--- config.mk ---
export PLATFORM = sky130hd
export DESIGN_NAME = multiplicand_tank
export DESIGN_NICKNAME = d
export VERILOG_FILES = /design/src/rtl/edsac_timing_pkg.sv /design/src/rtl/digit_counter.sv /design/src/rtl/multiplicand_tank.sv
export SDC_FILE = /design/constraint.sdc
export NUM_CORES = 1
export LEC_CHECK = 0
export CORE_UTILIZATION = 55
export CTS_CLUSTER_DIAMETER = 60
export DETAILED_ROUTE_END_ITERATION = 8
export GPL_ROUTABILITY_DRIVEN = 1
export GPL_TIMING_DRIVEN = 0
export HOLD_SLACK_MARGIN = 0.15
export PLACE_DENSITY = 0.87
export SLEW_MARGIN = 20
export SYNTH_ARGS = -nofsm -noshare
export SYNTH_HDL_FRONTEND = slang
export SYNTH_SLANG_ARGS = --single-unit
--- constraint.sdc ---
create_clock -name clk -period 2.6 [get_ports clk]
set_clock_uncertainty 0.15 [all_clocks]
set_input_delay 0.78 -clock clk [delete_from_list [all_inputs] [get_ports clk]]
set_output_delay 0.78 -clock clk [all_outputs]
set_load 0.01 [all_outputs]
--- src/rtl/edsac_timing_pkg.sv ---
// Shared timing constants and state types for the EDSAC serial arithmetic registers.
//   WORD_LEN  : digit periods per long word (35 data digits plus 1 gap digit)
//   SHORT_LEN : data digits in a short number
//   DIG_C18   : digit that ends the first minor cycle
//   DIG_D35   : gap digit at the end of a long word
//   mcand_state_t : multiplicand tank load state
package edsac_timing_pkg;

    localparam int unsigned WORD_LEN  = 36;
    localparam int unsigned SHORT_LEN = 17;
    localparam int unsigned DIG_C18   = 17;
    localparam int unsigned DIG_D35   = 35;

    typedef enum logic [1:0] {
        StEmpty   = 2'd0,
        StArmed   = 2'd1,
        StLoading = 2'd2,
        StHeld    = 2'd3
    } mcand_state_t;

endpackage

--- src/rtl/digit_counter.sv ---
// Digit counter for a serial word: counts 0..NUM_DIGITS-1, resynchronised by word_start,
// with a sticky sync error flag and registered d35/c18 digit strobes.
// Ports:
//   clk, rst_n  : digit clock, asynchronous active-low reset
//   clear       : synchronous clear of sync_err (the count keeps running)
//   word_start  : pulse during the gap digit; forces the next digit to 0
//   dig         : current digit number
//   dig_next    : digit number for the following cycle
//   d35, c18    : high during the last digit / the C18 digit
//   sync_err    : sticky, word_start seen while dig was not the last digit
module digit_counter
    import edsac_timing_pkg::*;
#(
    parameter int unsigned NUM_DIGITS = WORD_LEN,
    parameter int unsigned C18_DIGIT  = DIG_C18,
    parameter int unsigned DIG_W      = $clog2(NUM_DIGITS)
) (
    input  logic             clk,
    input  logic             rst_n,
    input  logic             clear,
    input  logic             word_start,
    output logic [DIG_W-1:0] dig,
    output logic [DIG_W-1:0] dig_next,
    output logic             d35,
    output logic             c18,
    output logic             sync_err
);

    localparam logic [DIG_W-1:0] LastDig = DIG_W'(NUM_DIGITS - 1);
    localparam logic [DIG_W-1:0] C18Dig  = DIG_W'(C18_DIGIT);

    logic [DIG_W-1:0] dig_q, dig_d;
    logic             d35_q, d35_d;
    logic             c18_q, c18_d;
    logic             sync_err_q, sync_err_d;

    always_comb begin
        dig_d = dig_q + 1'b1;
        if (word_start || (dig_q == LastDig)) begin
            dig_d = '0;
        end

        sync_err_d = sync_err_q | (word_start && (dig_q != LastDig));
        if (clear) begin
            sync_err_d = 1'b0;
        end

        // Strobes decode the next count so they line up with dig once registered.
        d35_d = (dig_d == LastDig);
        c18_d = (dig_d == C18Dig);
    end

    always_ff @(posedge clk or negedge rst_n) begin
        if (!rst_n) begin
            dig_q      <= '0;
            d35_q      <= 1'b0;
            c18_q      <= 1'b0;
            sync_err_q <= 1'b0;
        end else begin
            dig_q      <= dig_d;
            d35_q      <= d35_d;
            c18_q      <= c18_d;
            sync_err_q <= sync_err_d;
        end
    end

    assign dig      = dig_q;
    assign dig_next = dig_d;
    assign d35      = d35_q;
    assign c18      = c18_q;
    assign sync_err = sync_err_q;

endmodule

--- src/rtl/multiplicand_tank.sv ---
// Serial multiplicand store. Loads a 17- or 35-bit number LSB first from mib during one
// word period, then replays it every word period on dx, aligned to the digit counter.
// Ports:
//   clk, rst_n  : digit clock, asynchronous active-low reset
//   word_start  : timing-chain pulse; the cycle after it is digit 0
//   mib         : serial memory input bus, LSB first
//   load_req    : load request (ignored while armed or loading)
//   long_word   : 1 = 35-bit number, 0 = 17-bit number; captured with load_req
//   clear       : synchronous clear of tank, state machine and sync_err
//   dx          : serial multiplicand, bit k during digit k while held
//   d35, c18    : digit strobes for the multiplier
//   loaded      : tank holds a valid number
//   busy        : load armed or in progress
//   sync_err    : sticky word_start misalignment flag
module multiplicand_tank
    import edsac_timing_pkg::*;
#(
    parameter int unsigned WORD_LEN  = 36,
    parameter int unsigned SHORT_LEN = 17
) (
    input  logic clk,
    input  logic rst_n,
    input  logic word_start,
    input  logic mib,
    input  logic load_req,
    input  logic long_word,
    input  logic clear,
    output logic dx,
    output logic d35,
    output logic c18,
    output logic loaded,
    output logic busy,
    output logic sync_err
);

    localparam int unsigned      DigW    = $clog2(WORD_LEN);
    localparam logic [DigW-1:0] LastDig = DigW'(WORD_LEN - 1);
    localparam logic [DigW-1:0] ShortLn = DigW'(SHORT_LEN);

    logic [DigW-1:0] dig;
    logic [DigW-1:0] dig_next;

    mcand_state_t state_q, state_d;
    logic         lw_q, lw_d;
    logic [WORD_LEN-1:0] tank_q, tank_d;
    logic         load_bit;
    logic         tank_sel;
    logic         dx_q, dx_d;
    logic         busy_q, busy_d;
    logic         loaded_q, loaded_d;

    digit_counter #(
        .NUM_DIGITS (WORD_LEN),
        .C18_DIGIT  (DIG_C18),
        .DIG_W      (DigW)
    ) u_digit_counter (
        .clk        (clk),
        .rst_n      (rst_n),
        .clear      (clear),
        .word_start (word_start),
        .dig        (dig),
        .dig_next   (dig_next),
        .d35        (d35),
        .c18        (c18),
        .sync_err   (sync_err)
    );

    // State register.
    always_ff @(posedge clk or negedge rst_n) begin
        if (!rst_n) begin
            state_q <= StEmpty;
            lw_q    <= 1'b0;
        end else begin
            state_q <= state_d;
            lw_q    <= lw_d;
        end
    end

    // Next-state logic; clear overrides everything.
    always_comb begin
        state_d = state_q;
        lw_d    = lw_q;
        if (clear) begin
            state_d = StEmpty;
        end else begin
            unique case (state_q)
                StEmpty, StHeld: begin
                    if (load_req) begin
                        state_d = StArmed;
                        lw_d    = long_word;
                    end
                end
                StArmed: begin
                    if (word_start) begin
                        state_d = StLoading;
                    end
                end
                StLoading: begin
                    if (dig == LastDig) begin
                        state_d = StHeld;
                    end
                end
                default: state_d = StEmpty;
            endcase
        end
    end

    // Load mux: gap digit forced to 0; short numbers sign-extend from the stored bit 16,
    // which was written at the end of digit SHORT_LEN-1.
    always_comb begin
        if (dig == LastDig) begin
            load_bit = 1'b0;
        end else if (lw_q || (dig < ShortLn)) begin
            load_bit = mib;
        end else begin
            load_bit = tank_q[SHORT_LEN-1];
        end
    end

    // The tank is addressed by digit number instead of being physically shifted. This is
    // equivalent to a tank rotating in step with dig, and a word_start resync realigns the
    // replay to the new digit 0 without needing a barrel rotate.
    always_comb begin
        tank_d = tank_q;
        if (clear) begin
            tank_d = '0;
        end else if (state_q == StLoading) begin
            for (int unsigned k = 0; k < WORD_LEN; k++) begin
                if (dig == DigW'(k)) begin
                    tank_d[k] = load_bit;
                end
            end
        end
    end

    always_ff @(posedge clk or negedge rst_n) begin
        if (!rst_n) begin
            tank_q <= '0;
        end else begin
            tank_q <= tank_d;
        end
    end

    // Output logic; computed from the next state so every output comes straight off a flop.
    always_comb begin
        tank_sel = 1'b0;
        for (int unsigned k = 0; k < WORD_LEN; k++) begin
            if (dig_next == DigW'(k)) begin
                tank_sel = tank_q[k];
            end
        end
        dx_d     = (state_d == StHeld) ? tank_sel : 1'b0;
        busy_d   = (state_d == StArmed) || (state_d == StLoading);
        loaded_d = (state_d == StHeld);
    end

    always_ff @(posedge clk or negedge rst_n) begin
        if (!rst_n) begin
            dx_q     <= 1'b0;
            busy_q   <= 1'b0;
            loaded_q <= 1'b0;
        end else begin
            dx_q     <= dx_d;
            busy_q   <= busy_d;
            loaded_q <= loaded_d;
        end
    end

    assign dx     = dx_q;
    assign busy   = busy_q;
    assign loaded = loaded_q;

endmodule

== Yosys cells after proc, flatten, opt, wreduce, memory -nomap -nowiden ==
Cells that the tools add are included.
Word-level totals
  bits in read-only memories: 0
  bits in latches: 0
  memories kept: 0
  flip-flop bits (word level): 51
  RAM bits: 0
Operators by class
  eq/ne operators: 77
  div/mod/pow operators: 0
  shift operators: 0
  magnitude comparators: 1
  add/subtract/negate cells: 1
  multiply operators: 0
  mux-type cells: 84
  reduce and logical (&&, ||, !) cells: 82
  bitwise gates (word level): 2
Operators with widths (number)
  6-bit by 5-bit == test with 1-bit output (second input constant): 32
  6-bit by 4-bit == test with 1-bit output (second input constant): 16
  1-bit two-way mux: 76
  2-bit nonzero test: 37
  36-bit two-way mux: 2
  2-bit AND reduction: 36
  6-bit by 3-bit == test with 1-bit output (second input constant): 8
  6-bit == test (second input constant): 8
  6-bit by 2-bit == test with 1-bit output (second input constant): 4
  6-bit by 1-bit == test with 1-bit output (second input constant): 2
  6-bit zero test: 2
  2-bit == test (second input constant): 4
  2-bit two-way mux: 4
  6-bit by 1-bit adder with 6-bit output (second input constant): 1
  6-bit by 5-bit < comparator with 1-bit output (second input constant): 1
  6-bit two-way mux: 1
  6-bit inequality test (second input constant): 1
  2-bit one-hot mux with 3 select lines: 1
  2-bit by 1-bit == test with 1-bit output (second input constant): 2
  1-bit logical OR: 3
  3-bit AND reduction: 1
  2-bit zero test: 1
  2-bit OR reduction: 1
  1-bit logical AND: 1
  2 further kinds: 2

== Logic depth before layout (Yosys ltp) ==
Gate-level depths: netlist (run 1).
  depth after elaboration: 41
  gate-level depth with buffers: 11
  gate-level depth less buffers: 10

== Modules after synthesis ==
From an unflattened synthesis (run 1), not the netlist that was laid out.
Second synthesis, totals
  cells, all modules: 330
  area, all modules: 3055.4 um^2
By module, submodules not included
  multiplicand_tank: sequential area each 1051.0 um^2, cells each 287, instances 1, area each 2605.0 um^2
  digit_counter: sequential area each 225.2 um^2, cells each 43, instances 1, area each 450.4 um^2

== Worst setup path before layout (run 1) ==
No wires, ideal clock.
  path kind: reg2reg
  from: reg u_digit_counter.dig_q[0], in the netlist u_digit_counter.dig[0]
  to: reg dx_q, in the netlist dx
  buffers on the path: 1
  setup slack: -0.305 ns
  period minus slack after synthesis: 2.905 ns
  stages on the path, launching flop included: 11
  arrival time: 2.668 ns
  data required time: 2.363 ns
  path through: dfrtp_1 clkbuf_1 inv_1 ha_1 nor2b_1 a211o_1 a221o_1 a2111o_1 o211ai_1 o211ai_1 a211oi_2
On the way
  longest elaborated chain between the ends: 41
  elaborated cells on any way between the ends: 81
  those cells by class: add/sub (1); eq/ne (37); mux (41); reduce/logical (2)
Ends and longest elaborated chain
  start: declaration: line digit_counter.sv:32  | logic [DIG_W-1:0] dig_q, dig_d;
  start signal: assignment: line digit_counter.sv:60  | dig_q <= dig_d;
  parallel branches: the longest is 40 deep, another holds 6-bit by 1-bit adder with 6-bit output
  1-bit two-way mux (*): line multiplicand_tank.sv:152  | dx_d = (state_d == StHeld) ? tank_sel : 1'b0;
  net dx_d: line multiplicand_tank.sv:48  | logic dx_q, dx_d;
  end signal: assignment: line multiplicand_tank.sv:159  | dx_q <= 1'b0;
  end signal: assignment: line multiplicand_tank.sv:163  | dx_q <= dx_d;
  end: declaration: line multiplicand_tank.sv:48
Mark *: on every way through the listed nets, which the timed path passes.
A chain may end at the register's enable or synchronous reset.

== Worst setup path after layout (run 1) ==
Ends and elaborated chain as after synthesis.

==> reports/summary.log, run 1 <==
qor: sta.worstMarginPinSlew 0.707 ns
qor: critical_path.cp_cell_sequence ha_2 > clkbuf_8 > or3_1 > o21ai_0 > a21oi_2 > or4_1 > a311oi_2 > o211ai_1 > a211oi_2
qor: final_layout.filler_cell_count 463
qor: global_routing.grt_max_degree 52
qor: sta.hold_viol_final 0
qor: placement.detailedPlacementHpwl 7270 um
qor: critical_path.cp_data_arrival_time 2.95 ns
qor: sta.timing.slew.headroom 0.527
qor: final_layout.most_common_cell_after_layout_fill_and_taps_aside sky130_fd_sc_hd__dfrtp_1
qor: clock_tree.cts_inserted_buffers 5
qor: pwr.p_leak 0.00149 uW
qor: clock_tree.htree_levels 2
qor: logic_synthesis.synth_fp_nets 394
qor: clock_tree.cts.sinks 51
qor: logic_synthesis.synth_sequential_area_ratio 0.389
qor: logic_synthesis.yosysWarningCount 0
qor: final_layout.layout_cell_area_excl_fill 3830 sq um
qor: sta.min_period_over_period 1.11
qor: clock_tree.clock_tree_from_tritoncts yes
qor: logic_synthesis.netlist_area_before_placement 3280 sq um
qor: status.failed_checks negative setup slack
qor: routing.drt_drc_violations_left 0
qor: sta.setup_viol 1
qor: placement.place_area 3510 sq um
qor: min_path.holdCritPathClass input port to async pin
qor: logic_synthesis.yosys-top-cells-area sky130_fd_sc_hd__dfrtp_1 39%, sky130_fd_sc_hd__nand3b_1 7.3%, sky130_fd_sc_hd__o21ai_0 6.7%, sky130_fd_sc_hd__nand2_1 4.3%, sky130_fd_sc_hd__ha_1 3.4%
qor: logic_synthesis.synth_top_cell_by_area sky130_fd_sc_hd__dfrtp_1
qor: routing.post_drt_wl_per_cell 21.5 um
qor: critical_path.critical_path_required 2.68 ns
qor: clock_tree.cts-root-to-sink-buffers 2
qor: routing.final_antenna_net_count 0
qor: job.timing.max_cap.violations 0
qor: sta.final_max_slew_viol_count 0
qor: floorplan.initial_standard_cell_utilization_of_the_core 0.582
qor: floorplan.die_height 79.2 um
qor: placement.portBuffers 11
qor: critical_path.critical_path_class flop to flop
qor: critical_path.worst_path_largest_cell_delay 0.52 ns
qor: placement.globalplace.congestion 1.00
qor: critical_path.crit_path_start_kind flop
qor: final_layout.most-common-layout-cells 50 x sky130_fd_sc_hd__dfrtp_1, 43 x sky130_fd_sc_hd__o21ai_0, 38 x sky130_fd_sc_hd__nand2_1, 32 x sky130_fd_sc_hd__nand3b_1, 21 x sky130_fd_sc_hd__nor2_1
qor: floorplan.fp.dieW 79.2 um
qor: clock_tree.clk_root_buffer_cell sky130_fd_sc_hd__clkbuf_8
qor: clock_tree.cts_hold_repair.buffers 0
qor: critical_path.critPathMaxFanout 10
qor: global_routing.grt_pass1_wl 16,900 um
qor: final_layout.multi_input_comb_area 1940 sq um
qor: sta.grt_setup_unrepaired yes
qor: logic_synthesis.synth_seq_cells 51
qor: global_routing.first_global_vias 3,237
qor: logic_synthesis.async_flop_share 1.00
qor: routing.viasPerCell 6.74
qor: status.run_status finished, violations left
qor: global_routing.grt_usage 0.362
qor: final_layout.drive_gt1_frac 0.163
qor: pwr.power 1670 uW
qor: sta.final_period_minus_worst_setup_slack 2.88 ns
qor: clock_tree.path_clk_slew 0.11 ns
qor: clock_tree.clock_latency 0.31 ns
qor: final_layout.layout.core_utilization 0.679
qor: critical_path.critPathSlowestCell sky130_fd_sc_hd__or4_1
qor: pwr.irDropWorstVdd 0.284 mV
qor: floorplan.fp.coreArea 5640 sq um
qor: routing.routed_via_count 3,254
qor: final_layout.antenna-diode-count 0
qor: sta.fmax 0.347 GHz
qor: global_routing.grt_total_ovfl 0
qor: sta.setup_slack -0.279 ns
qor: routing.dr.first_iter.drc_count 396
qor: final_layout.synthToLayoutAreaGrowth 16.7%
qor: logic_synthesis.synthesis.instances 378
qor: routing.drt_pass1_iterations 5
qor: floorplan.num_io_pins 13
qor: floorplan.floorplan.die_area 6280 sq um
qor: logic_synthesis.syn_area_per_cell 8.68 sq um
qor: pwr.areal_power_density_over_the_cells 437 nW/um^2
qor: final_layout.num-nets-final 426
qor: global_routing.antenna_found_initial 0
qor: floorplan.rows 27
qor: logic_synthesis.synth_top_area_frac 0.389
qor: logic_synthesis.post_synth_num_cell_types 62
qor: logic_synthesis.synth-edff-count 0
qor: final_layout.seqCellArea 1280 sq um
qor: routing.drt_wl_total 10,400 um
qor: critical_path.critical_path.endpoint_type flop
qor: logic_synthesis.ys.flop_type sky130_fd_sc_hd__dfrtp_1
[kinds of logic after synthesis]
family / Yosys count / synth area share
AOI/OAI and AO/OA: 107 / 0.218
xor gates and xnor gates: 4 / 0.0107
adders and majority gates: 9 / 0.0343
buffers and inverters: 38 / 0.0503
DFF: 51 / 0.389
muxes: 6 / 0.0202
and+or+nand+nor: 163 / 0.277
[synth_stat cells, types with 2 or more instances]
library cell and instances:
sky130_fd_sc_hd__nand2b_1 4, sky130_fd_sc_hd__nor3_1 7, sky130_fd_sc_hd__buf_2 6, sky130_fd_sc_hd__nand4b_1 2, sky130_fd_sc_hd__nor2b_1 10, sky130_fd_sc_hd__xnor2_1 3, sky130_fd_sc_hd__or3_1 2, sky130_fd_sc_hd__a311oi_1 2
sky130_fd_sc_hd__a21oi_1 15, sky130_fd_sc_hd__o21ai_0 44, sky130_fd_sc_hd__dfrtp_1 51, sky130_fd_sc_hd__nand2_1 38, sky130_fd_sc_hd__o31ai_1 8, sky130_fd_sc_hd__a2111o_1 2, sky130_fd_sc_hd__ha_1 9, sky130_fd_sc_hd__a22oi_1 3
sky130_fd_sc_hd__mux2_2 5, sky130_fd_sc_hd__o211ai_1 4, sky130_fd_sc_hd__inv_1 12, sky130_fd_sc_hd__buf_1 3, sky130_fd_sc_hd__and3_1 6, sky130_fd_sc_hd__and2_1 2, sky130_fd_sc_hd__a211oi_1 6, sky130_fd_sc_hd__and4_1 4
sky130_fd_sc_hd__buf_6 2, sky130_fd_sc_hd__nand4_1 6, sky130_fd_sc_hd__nand3b_1 32, sky130_fd_sc_hd__nor2_1 24, sky130_fd_sc_hd__a2bb2oi_1 3, sky130_fd_sc_hd__a32oi_1 2, sky130_fd_sc_hd__clkbuf_1 14, sky130_fd_sc_hd__nand3_1 17
[flip-flops by register name, summed over array words and instances, names as in the netlist]
signal and flops:
busy 1, u_digit_counter.sync_err 1, u_digit_counter.c18 1, loaded 1
state_q 2, tank_q 36, u_digit_counter.dig 6, dx 1
u_digit_counter.d35 1, lw_q 1
[per-stage QoR]
| step | cells | hold slack, ns | TNS [ns] | setup WS (ns) |
|---|---|---|---|---|
| 6_report | 483 | 0.324 | -0.279 | -0.279 |
| 5_1_grt | 483 | 0.385 | -0.501 | -0.369 |
| 4_1_cts | 478 | 0.365 | -0.240 | -0.240 |
| 3_5_place_dp | 461 | 0.343 | -11.19 | -0.653 |
| 3_3_place_gp | 461 | 0.329 | -56.53 | -0.887 |
| 2_1_floorplan | 378 | 0.321 | -0.0628 | -0.0628 |
[report_power, final]
part,switching [uW],internal (uW),total (uW)
clock,275,194,469
sequential,13.9,813,827
combinational,236,140,376
total,525,1150,1670
[worst max-delay path, delay by kind of cell, from the launching register on]
| kind | cells | cell delay [ns] |
|---|---|---|
| adder cells (fa/ha/maj) | 1 | 0.24 |
| AO/OA/AOI/OAI | 5 | 0.87 |
| AND/OR/NAND/NOR | 2 | 0.91 |
| buffers and inverters | 1 | 0.18 |
| flip-flops | 1 | 0.45 |
[area by class of cell]
cell class / instances / share of cell area
multi-input cells: 289 / 0.506
flip-flops and latches: 51 / 0.334
repair buffers: 25 / 0.0556
plain buffers: 25 / 0.0444
well taps: 72 / 0.0235
clock buffers: 6 / 0.0190
inverters: 13 / 0.0137
clock inverters: 2 / 0.00458
[metal layers]
layer / vias to the layer above / share of wire / track usage
met3: 42 / 0.083 / 0.0632
met1: 1581 / 0.41 / 0.472
li1: 1447 / - / -
met5: - / 0 / 0
met4: 0 / 0.042 / 0.173
met2: 184 / 0.47 / 0.580
[path summary, 6_finish.rpt]
| check | slack (ns) | end | cells after the start | startpoint |
|---|---|---|---|---|
| setup reg to reg | -0.28 | dx | 9 | u_digit_counter.dig[0] |
| min in group clk | 0.37 | tank_q[35] | 2 | tank_q[35] |
| hold / removal | 0.32 | state_q[1] | 1 | rst_n |
| setup / recovery | -0.28 | dx | 9 | u_digit_counter.dig[0] |
| max in group asynchronous | 1.49 | u_digit_counter.dig[0] | 1 | rst_n |
| hold reg to reg | 0.37 | tank_q[35] | 2 | tank_q[35] |
[timing repair]
item / CTS / global route
pin swaps: 4 / 3
endpoints found under the setup margin: 33 / 31
hold endpoints to repair: 0 / 0
cloned: 0 / 0
resized for setup: 18 / 13
setup buffers: 9 / 5
No activity file was read; power rests on OpenSTA's default activity.
==> run 2: changes to the inputs <==
Settings changed: CORE_UTILIZATION 55 to 63, PLACE_DENSITY 0.87 to not set, PLACE_DENSITY_LB_ADDON set to 0.1.
Clock period 2.6 ns to 3.5 ns, I/O delays scaled along.
==> run 2 against run 1 <==
- the flow now finishes without violations
- utilization increased by 5.5 points
- clock-buffer cell count increased by 1
- critical path depth increased by 1
- routed wire length decreased by 6.2%
- non-clock buffer count decreased by 14
- sequential cell count unchanged
- worst setup slack improved by 0.39 ns
- die area decreased by 12%
- fmax decreased by 15%
- sequential share of layout area increased by 2.3 points
- final cell count decreased by 3.9%
- largest cell class unchanged
==> reports/summary.log, run 2 (synthesis results as in run 1) <==
qor: floorplan.fp.coreArea 4880 sq um [-14%]
qor: final_layout.most-common-layout-cells 51 x sky130_fd_sc_hd__dfrtp_1, 43 x sky130_fd_sc_hd__o21ai_0, 38 x sky130_fd_sc_hd__nand2_1, 32 x sky130_fd_sc_hd__nand3b_1, 24 x sky130_fd_sc_hd__nor2_1
qor: clock_tree.cts-root-to-sink-buffers 2 [unchanged]
qor: sta.setup_viol 0 [-1]
qor: final_layout.filler_cell_count 402 [-13%]
qor: pwr.total_switching_power 378 uW [-28%]
qor: global_routing.met3_usage 0.0813 [+0.0181]
qor: sta.worstMarginPinSlew 0.954 ns [+0.248 ns]
qor: sta.timing.slew.headroom 0.359 [-0.168]
qor: sta.fmax 0.295 GHz [-15%]
qor: final_layout.largest_register_ff_count 36 [unchanged]
qor: global_routing.gr-max-usage-layer met2
qor: critical_path.setup_slack_of_the_most_critical_reg_to_reg_path 0.11 ns [+0.39 ns]
qor: final_layout.most_common_cell_after_layout_fill_and_taps_aside sky130_fd_sc_hd__dfrtp_1
qor: critical_path.cp_data_arrival_time 3.47 ns [+0.52 ns]
qor: global_routing.grt_max_degree 52 [unchanged]
qor: clock_tree.path_clk_slew 0.10 ns [about the same]
qor: clock_tree.clock_latency 0.31 ns [about the same]
qor: global_routing.grt_total_ovfl 0 [unchanged]
qor: final_layout.drive_gt1_frac 0.0856 [-0.0774]
qor: pwr.power 1220 uW [-27%]
qor: floorplan.rows 25 [-7.4%]
qor: routing.drt_wl_total 9760 um [-6.2%]
qor: final_layout.largest-register tank_q
qor: sta.final_max_slew_viol_count 0 [unchanged]
qor: floorplan.fp.dieW 74.2 um [-6.4%]
qor: floorplan.initial_standard_cell_utilization_of_the_core 0.673 [+0.0908]
qor: pwr.areal_power_density_over_the_cells 341 nW/um^2 [-22%]
qor: pwr.p_clk_frac 0.299 [+0.018]
qor: routing.final_antenna_net_count 0 [unchanged]
qor: routing.viasPerCell 6.90 [+2.4%]
qor: clock_tree.post-cts-setup-buffers 0 [-9]
qor: final_layout.synthToLayoutAreaGrowth 9.15%
qor: global_routing.grt_pass1_wl 15,600 um [-7.3%]
qor: sta.final_period_minus_worst_setup_slack 3.39 ns [+0.511 ns]
qor: critical_path.critPathMaxFanout 10 [unchanged]
qor: pwr.irDropWorstVdd 0.249 mV [-12%]
qor: critical_path.crit_path_start_kind flop
qor: critical_path.critical_path_required 3.58 ns [+0.90 ns]
qor: clock_tree.cts.sinks 51 [unchanged]
qor: sta.min_period_over_period 0.969 [-0.139]
qor: global_routing.met2_usage 0.593 [+0.0128]
qor: floorplan.die_height 74.2 um [-6.4%]
qor: global_routing.antenna_found_initial 0 [unchanged]
qor: routing.post_drt_wl_per_cell 21.0 um [-2.4%]
qor: global_routing.grt_usage 0.387 [+0.0250]
qor: clock_tree.clk_root_buffer_cell sky130_fd_sc_hd__clkbuf_8
qor: pwr.seq_power_share 0.502 [+0.007]
qor: sta.hold_viol_final 0 [unchanged]
qor: floorplan.floorplan.die_area 5500 sq um [-12%]
qor: routing.routed_via_count 3,202 [-1.6%]
qor: placement.detailedPlacementHpwl 7020 um [-3.4%]
qor: final_layout.num-nets-final 412 [-3.3%]
qor: clock_tree.clock_tree_from_tritoncts yes
qor: min_path.holdCritPathClass flop to flop
qor: clock_tree.htree_levels 2 [unchanged]
qor: status.run_status finished clean
qor: critical_path.critical_path_class flop to flop
qor: sta.setup-tns-final 0 ns [+0.279 ns]
qor: placement.portBuffers 11 [unchanged]
qor: global_routing.global_route.usage.met1 0.526 [+0.0536]
qor: routing.drt_pass1_iterations 9 [+4]
qor: pwr.cell_internal_pwr 845 uW [-26%]
qor: routing.drt_drc_violations_left 0 [unchanged]
qor: placement.globalplace.congestion 1.13 [+13%]
qor: pwr.p_leak 0.00139 uW [-6.6%]
qor: final_layout.antenna-diode-count 0 [unchanged]
qor: critical_path.critical_path.endpoint_type flop
qor: floorplan.num_io_pins 13 [unchanged]
qor: clock_tree.cts_inserted_buffers 5 [unchanged]
qor: global_routing.first_global_vias 3,081 [-4.8%]
qor: pwr.power.share.combinational 0.198 [-0.027]
qor: job.timing.max_cap.violations 0 [unchanged]
qor: routing.dr.first_iter.drc_count 689 [+74%]
qor: pwr.power_switching_share 0.309 [-0.00460]
run 2: worst paths after layout:
| kind | from | end | cells past startpoint |
|---|---|---|---|
| max | u_digit_counter.dig[0] | dx | 10 |
| min | u_digit_counter.sync_err | u_digit_counter.sync_err | 2 |
| max reg2reg | u_digit_counter.dig[0] | dx | 10 |
| min reg2reg | u_digit_counter.sync_err | u_digit_counter.sync_err | 2 |
| max in group asynchronous | rst_n | u_digit_counter.dig[4] | 1 |
| min in group asynchronous | rst_n | state_q[0] | 1 |
run 2: cell type report:
class	instances	area [sq um]	share of cell area
multi-input cells	289	1850	0.517
clock inverters	1	8.76	0.00244
repair buffers	11	108	0.0300
inverters	13	48.8	0.0136
flip-flops and latches	51	1280	0.356
well taps	67	83.8	0.0234
clock buffers	7	86.3	0.0241
plain buffers	25	120	0.0335
run 2: metrics by stage:
| stage | setup WS [ns] | cells | utilization | area (sq um) | hold WS [ns] |
|---|---|---|---|---|---|
| global route | -0.000554 | 464 | 0.734 | 3580 | 0.398 |
| global placement | -0.282 | 456 | 0.712 | 3480 | 0.330 |
| detailed placement | -0.282 | 456 | 0.712 | 3470 | 0.335 |
| floorplan | 0.506 | 378 | - | 3280 | 0.321 |
| finish | 0.110 | 464 | 0.734 | 3580 | 0.352 |
| CTS | 0.0159 | 464 | 0.733 | 3570 | 0.357 |
run 2: power groups by stage:
stage	sequential [uW]	clock, uW	combinational [uW]
5_1_grt	616	381	258
3_3_place_gp	625	0	225
6_report	614	366	243
4_1_cts	614	363	233
2_1_floorplan	626	0	143
3_5_place_dp	626	0	231
run 2: worst max-delay path: stages, from the launching register on:
cell and delay, ns:
sky130_fd_sc_hd__dfrtp_1 0.52, sky130_fd_sc_hd__clkbuf_2 0.33, sky130_fd_sc_hd__inv_1 0.25, sky130_fd_sc_hd__ha_1 0.44, sky130_fd_sc_hd__nor2b_1 0.10, sky130_fd_sc_hd__a211o_1 0.32, sky130_fd_sc_hd__a221o_1 0.36, sky130_fd_sc_hd__a2111o_1 0.39
sky130_fd_sc_hd__nand4b_1 0.11, sky130_fd_sc_hd__o211ai_1 0.13, sky130_fd_sc_hd__a211oi_2 0.20
run 2: layer usage:
metal,up-vias,wire [um]
met5,-,0
met4,0,478
met3,53,992
met2,218,4310
met1,1506,3980
li1,1425,-
run 2: timing repair:
item                                   in CTS  in global routing
hold buffers                                0                  0
setup endpoints to repair                   1                  1
endpoints found under the hold margin       0                  0
resized for setup                           2                  6
==> run 3: changes to the inputs <==
Settings changed: CORE_UTILIZATION 63 to 40, GPL_ROUTABILITY_DRIVEN 1 to 0.
==> run 3 against run 2 <==
- clock power up 8.5%
- global-route usage down 15 points
- critical endpoint unchanged
- non-clock buffer count unchanged
==> reports/summary.log, run 3 (synthesis results as in run 1) <==
qor: status.run_status finished clean
qor: global_routing.grt_pass1_wl 15,700 um [+0.35%]
qor: clock_tree.cts_inserted_buffers 5 [unchanged]
qor: sta.grt_setup_unrepaired no
qor: min_path.holdCritStartpoint tank_q[35]
qor: sta.setup_viol 0 [unchanged]
qor: clock_tree.clk_root_buffer_cell sky130_fd_sc_hd__clkbuf_8
qor: min_path.min_delay_worst_endpoint tank_q[35]
qor: pwr.irDropWorstVdd 0.141 mV [-43%]
qor: critical_path.reg2reg_from u_digit_counter.dig[0]
qor: clock_tree.clock_tree_from_tritoncts yes
qor: clock_tree.post_cts.resized_instances 2 [unchanged]
qor: clock_tree.clock_latency 0.31 ns [about the same]
qor: critical_path.critical_path_class flop to flop
qor: global_routing.grt_usage 0.241 [-0.146]
qor: final_layout.drive_gt1_frac 0.0882 [+0.00252]
qor: floorplan.die_height 92.6 um [+25%]
qor: sta.worstMarginPinSlew 0.909 ns [-0.0454 ns]
qor: global_routing.antenna_found_initial 0 [unchanged]
qor: floorplan.initial_standard_cell_utilization_of_the_core 0.418 [-0.254]
qor: clock_tree.cts_hold_repair.buffers 0 [unchanged]
qor: job.timing.max_cap.violations 0 [unchanged]
qor: clock_tree.cts.sinks 51 [unchanged]
qor: critical_path.critPathMaxFanout 10 [unchanged]
qor: placement.preCtsSetupSlack -0.0895 ns [+0.193 ns]
qor: final_layout.layout.core_utilization 0.463 [-0.271]
qor: final_layout.most-common-layout-cells 51 x sky130_fd_sc_hd__dfrtp_1, 43 x sky130_fd_sc_hd__o21ai_0, 38 x sky130_fd_sc_hd__nand2_1, 32 x sky130_fd_sc_hd__nand3b_1, 24 x sky130_fd_sc_hd__nor2_1
qor: pwr.areal_power_density_over_the_cells 343 nW/um^2 [+0.52%]
qor: pwr.power 1250 uW [+2.0%]
qor: critical_path.critical_path.endpoint_type flop
qor: critical_path.critical_path_required 3.57 ns [about the same]
qor: floorplan.num_io_pins 13 [unchanged]
qor: critical_path.setup_slack_of_the_most_critical_reg_to_reg_path 0.14 ns [+0.03 ns]
qor: routing.drt_wl_total 9860 um [+1.0%]
qor: routing.final_antenna_net_count 0 [unchanged]
qor: floorplan.rows 32 [+28%]
qor: final_layout.largest-register tank_q
qor: global_routing.grt_total_ovfl 0 [unchanged]
qor: final_layout.filler_cell_count 792 [+97%]
qor: final_layout.num-nets-final 412 [unchanged]
qor: floorplan.fp.coreArea 7850 sq um [+61%]
qor: clock_tree.cts-root-to-sink-buffers 2 [unchanged]
qor: final_layout.largest_register_ff_count 36 [unchanged]
qor: critical_path.worst-r2r-cell-count 10 [unchanged]
qor: critical_path.crit_path_start_kind flop
qor: sta.hold_viol_final 0 [unchanged]
qor: placement.portBuffers 11 [unchanged]
qor: final_layout.antenna-diode-count 0 [unchanged]
qor: critical_path.r2r_path_end dx
qor: floorplan.fp.dieW 92.6 um [+25%]
qor: sta.timing.slew.headroom 0.390 [+0.0305]
qor: sta.final_max_slew_viol_count 0 [unchanged]
qor: routing.drt_drc_violations_left 0 [unchanged]
qor: sta.final_period_minus_worst_setup_slack 3.36 ns [-0.0275 ns]
qor: clock_tree.htree_levels 2 [unchanged]
qor: clock_tree.path_clk_slew 0.10 ns [about the same]
qor: global_routing.first_global_vias 2,785 [-9.6%]
qor: sta.min_period_over_period 0.961 [-0.00786]
qor: floorplan.floorplan.die_area 8570 sq um [+56%]
qor: routing.drt_pass1_iterations 5 [-4]
qor: routing.routed_via_count 3,075 [-4.0%]
qor: sta.fmax 0.297 GHz [+0.82%]
qor: placement.detailedPlacementHpwl 7080 um [+0.79%]
qor: sta.whs 0.367 ns [+0.0147 ns]
qor: clock_tree.post-cts-setup-buffers 0 [unchanged]
qor: routing.post_drt_wl_per_cell 19.8 um [-6.1%]
qor: final_layout.most_common_cell_after_layout_fill_and_taps_aside sky130_fd_sc_hd__dfrtp_1
qor: routing.dr.first_iter.drc_count 335 [-51%]
qor: critical_path.cp_data_arrival_time 3.43 ns [-0.04 ns]
qor: pwr.p_leak 0.00139 uW [+0.16%]
qor: final_layout.synthToLayoutAreaGrowth 10.8%
qor: min_path.holdCritPathClass flop to flop
qor: routing.viasPerCell 6.16 [-11%]
qor: sta.setup_slack 0.137 ns [+0.0275 ns]
qor: global_routing.grt_max_degree 52 [unchanged]
qor: min_path.holdPathStages 2 [unchanged]
run 3: per-stage QoR:
step / setup TNS [ns] / instances / instance area, sq um
2_1_floorplan: 0 / 378 / 3280
3_3_place_gp: -20.67 / 491 / 3520
3_5_place_dp: -0.0895 / 491 / 3520
4_1_cts: 0 / 499 / 3630
5_1_grt: 0 / 499 / 3630
6_report: 0 / 499 / 3630
run 3: worst max-delay path: stages (launching register included):
cell	delay, ns
sky130_fd_sc_hd__dfrtp_1	0.50
sky130_fd_sc_hd__buf_2	0.32
sky130_fd_sc_hd__inv_1	0.23
sky130_fd_sc_hd__ha_1	0.44
sky130_fd_sc_hd__nor2b_1	0.10
sky130_fd_sc_hd__a211o_1	0.31
sky130_fd_sc_hd__a221o_1	0.36
sky130_fd_sc_hd__a2111o_1	0.38
sky130_fd_sc_hd__o211ai_1	0.10
sky130_fd_sc_hd__o211ai_1	0.13
sky130_fd_sc_hd__a211oi_2	0.24
run 3: layout make-up:
cell class | instances | area (sq um) | area share
Multi-Input combinational cell | 289 | 1850 | 0.509
Sequential cell | 51 | 1280 | 0.351
Tap cell | 102 | 128 | 0.0351
Buffer | 25 | 120 | 0.0330
Timing Repair Buffer | 11 | 108 | 0.0296
Clock buffer | 7 | 96.3 | 0.0265
Inverter | 13 | 48.8 | 0.0134
Clock inverter | 1 | 7.51 | 0.00207
run 3: layer usage:
layer / GRT usage / vias to the layer above / share of wire / wire length [um]
met3: 0.0287 / 20 / 0.060 / 589
met2: 0.376 / 128 / 0.45 / 4480
li1: - / 1427 / - / -
met1: 0.351 / 1500 / 0.47 / 4590
met4: 0.0664 / 0 / 0.020 / 201
met5: 0 / - / 0 / 0
run 3: worst max path at each step:
stage                                start         to  slack [ns]  depth (start not counted)
finish              u_digit_counter.dig[0]         dx        0.14                         10
global route        u_digit_counter.dig[0]         dx        0.01                         10
CTS                 u_digit_counter.dig[0]         dx        0.19                          9
detailed placement  u_digit_counter.dig[0]         dx       -0.09                         10
global placement                     rst_n  tank_q[8]       -0.41                          1
floorplan                       word_start         dx        0.51                          8
run 3: power by group:
group | leakage [uW] | internal [uW] | switching [uW]
Clock | 0.0000505 | 181 | 216
Combinational | 0.000638 | 77.4 | 159
Sequential | 0.000704 | 604 | 10.2
Total | 0.00139 | 862 | 385
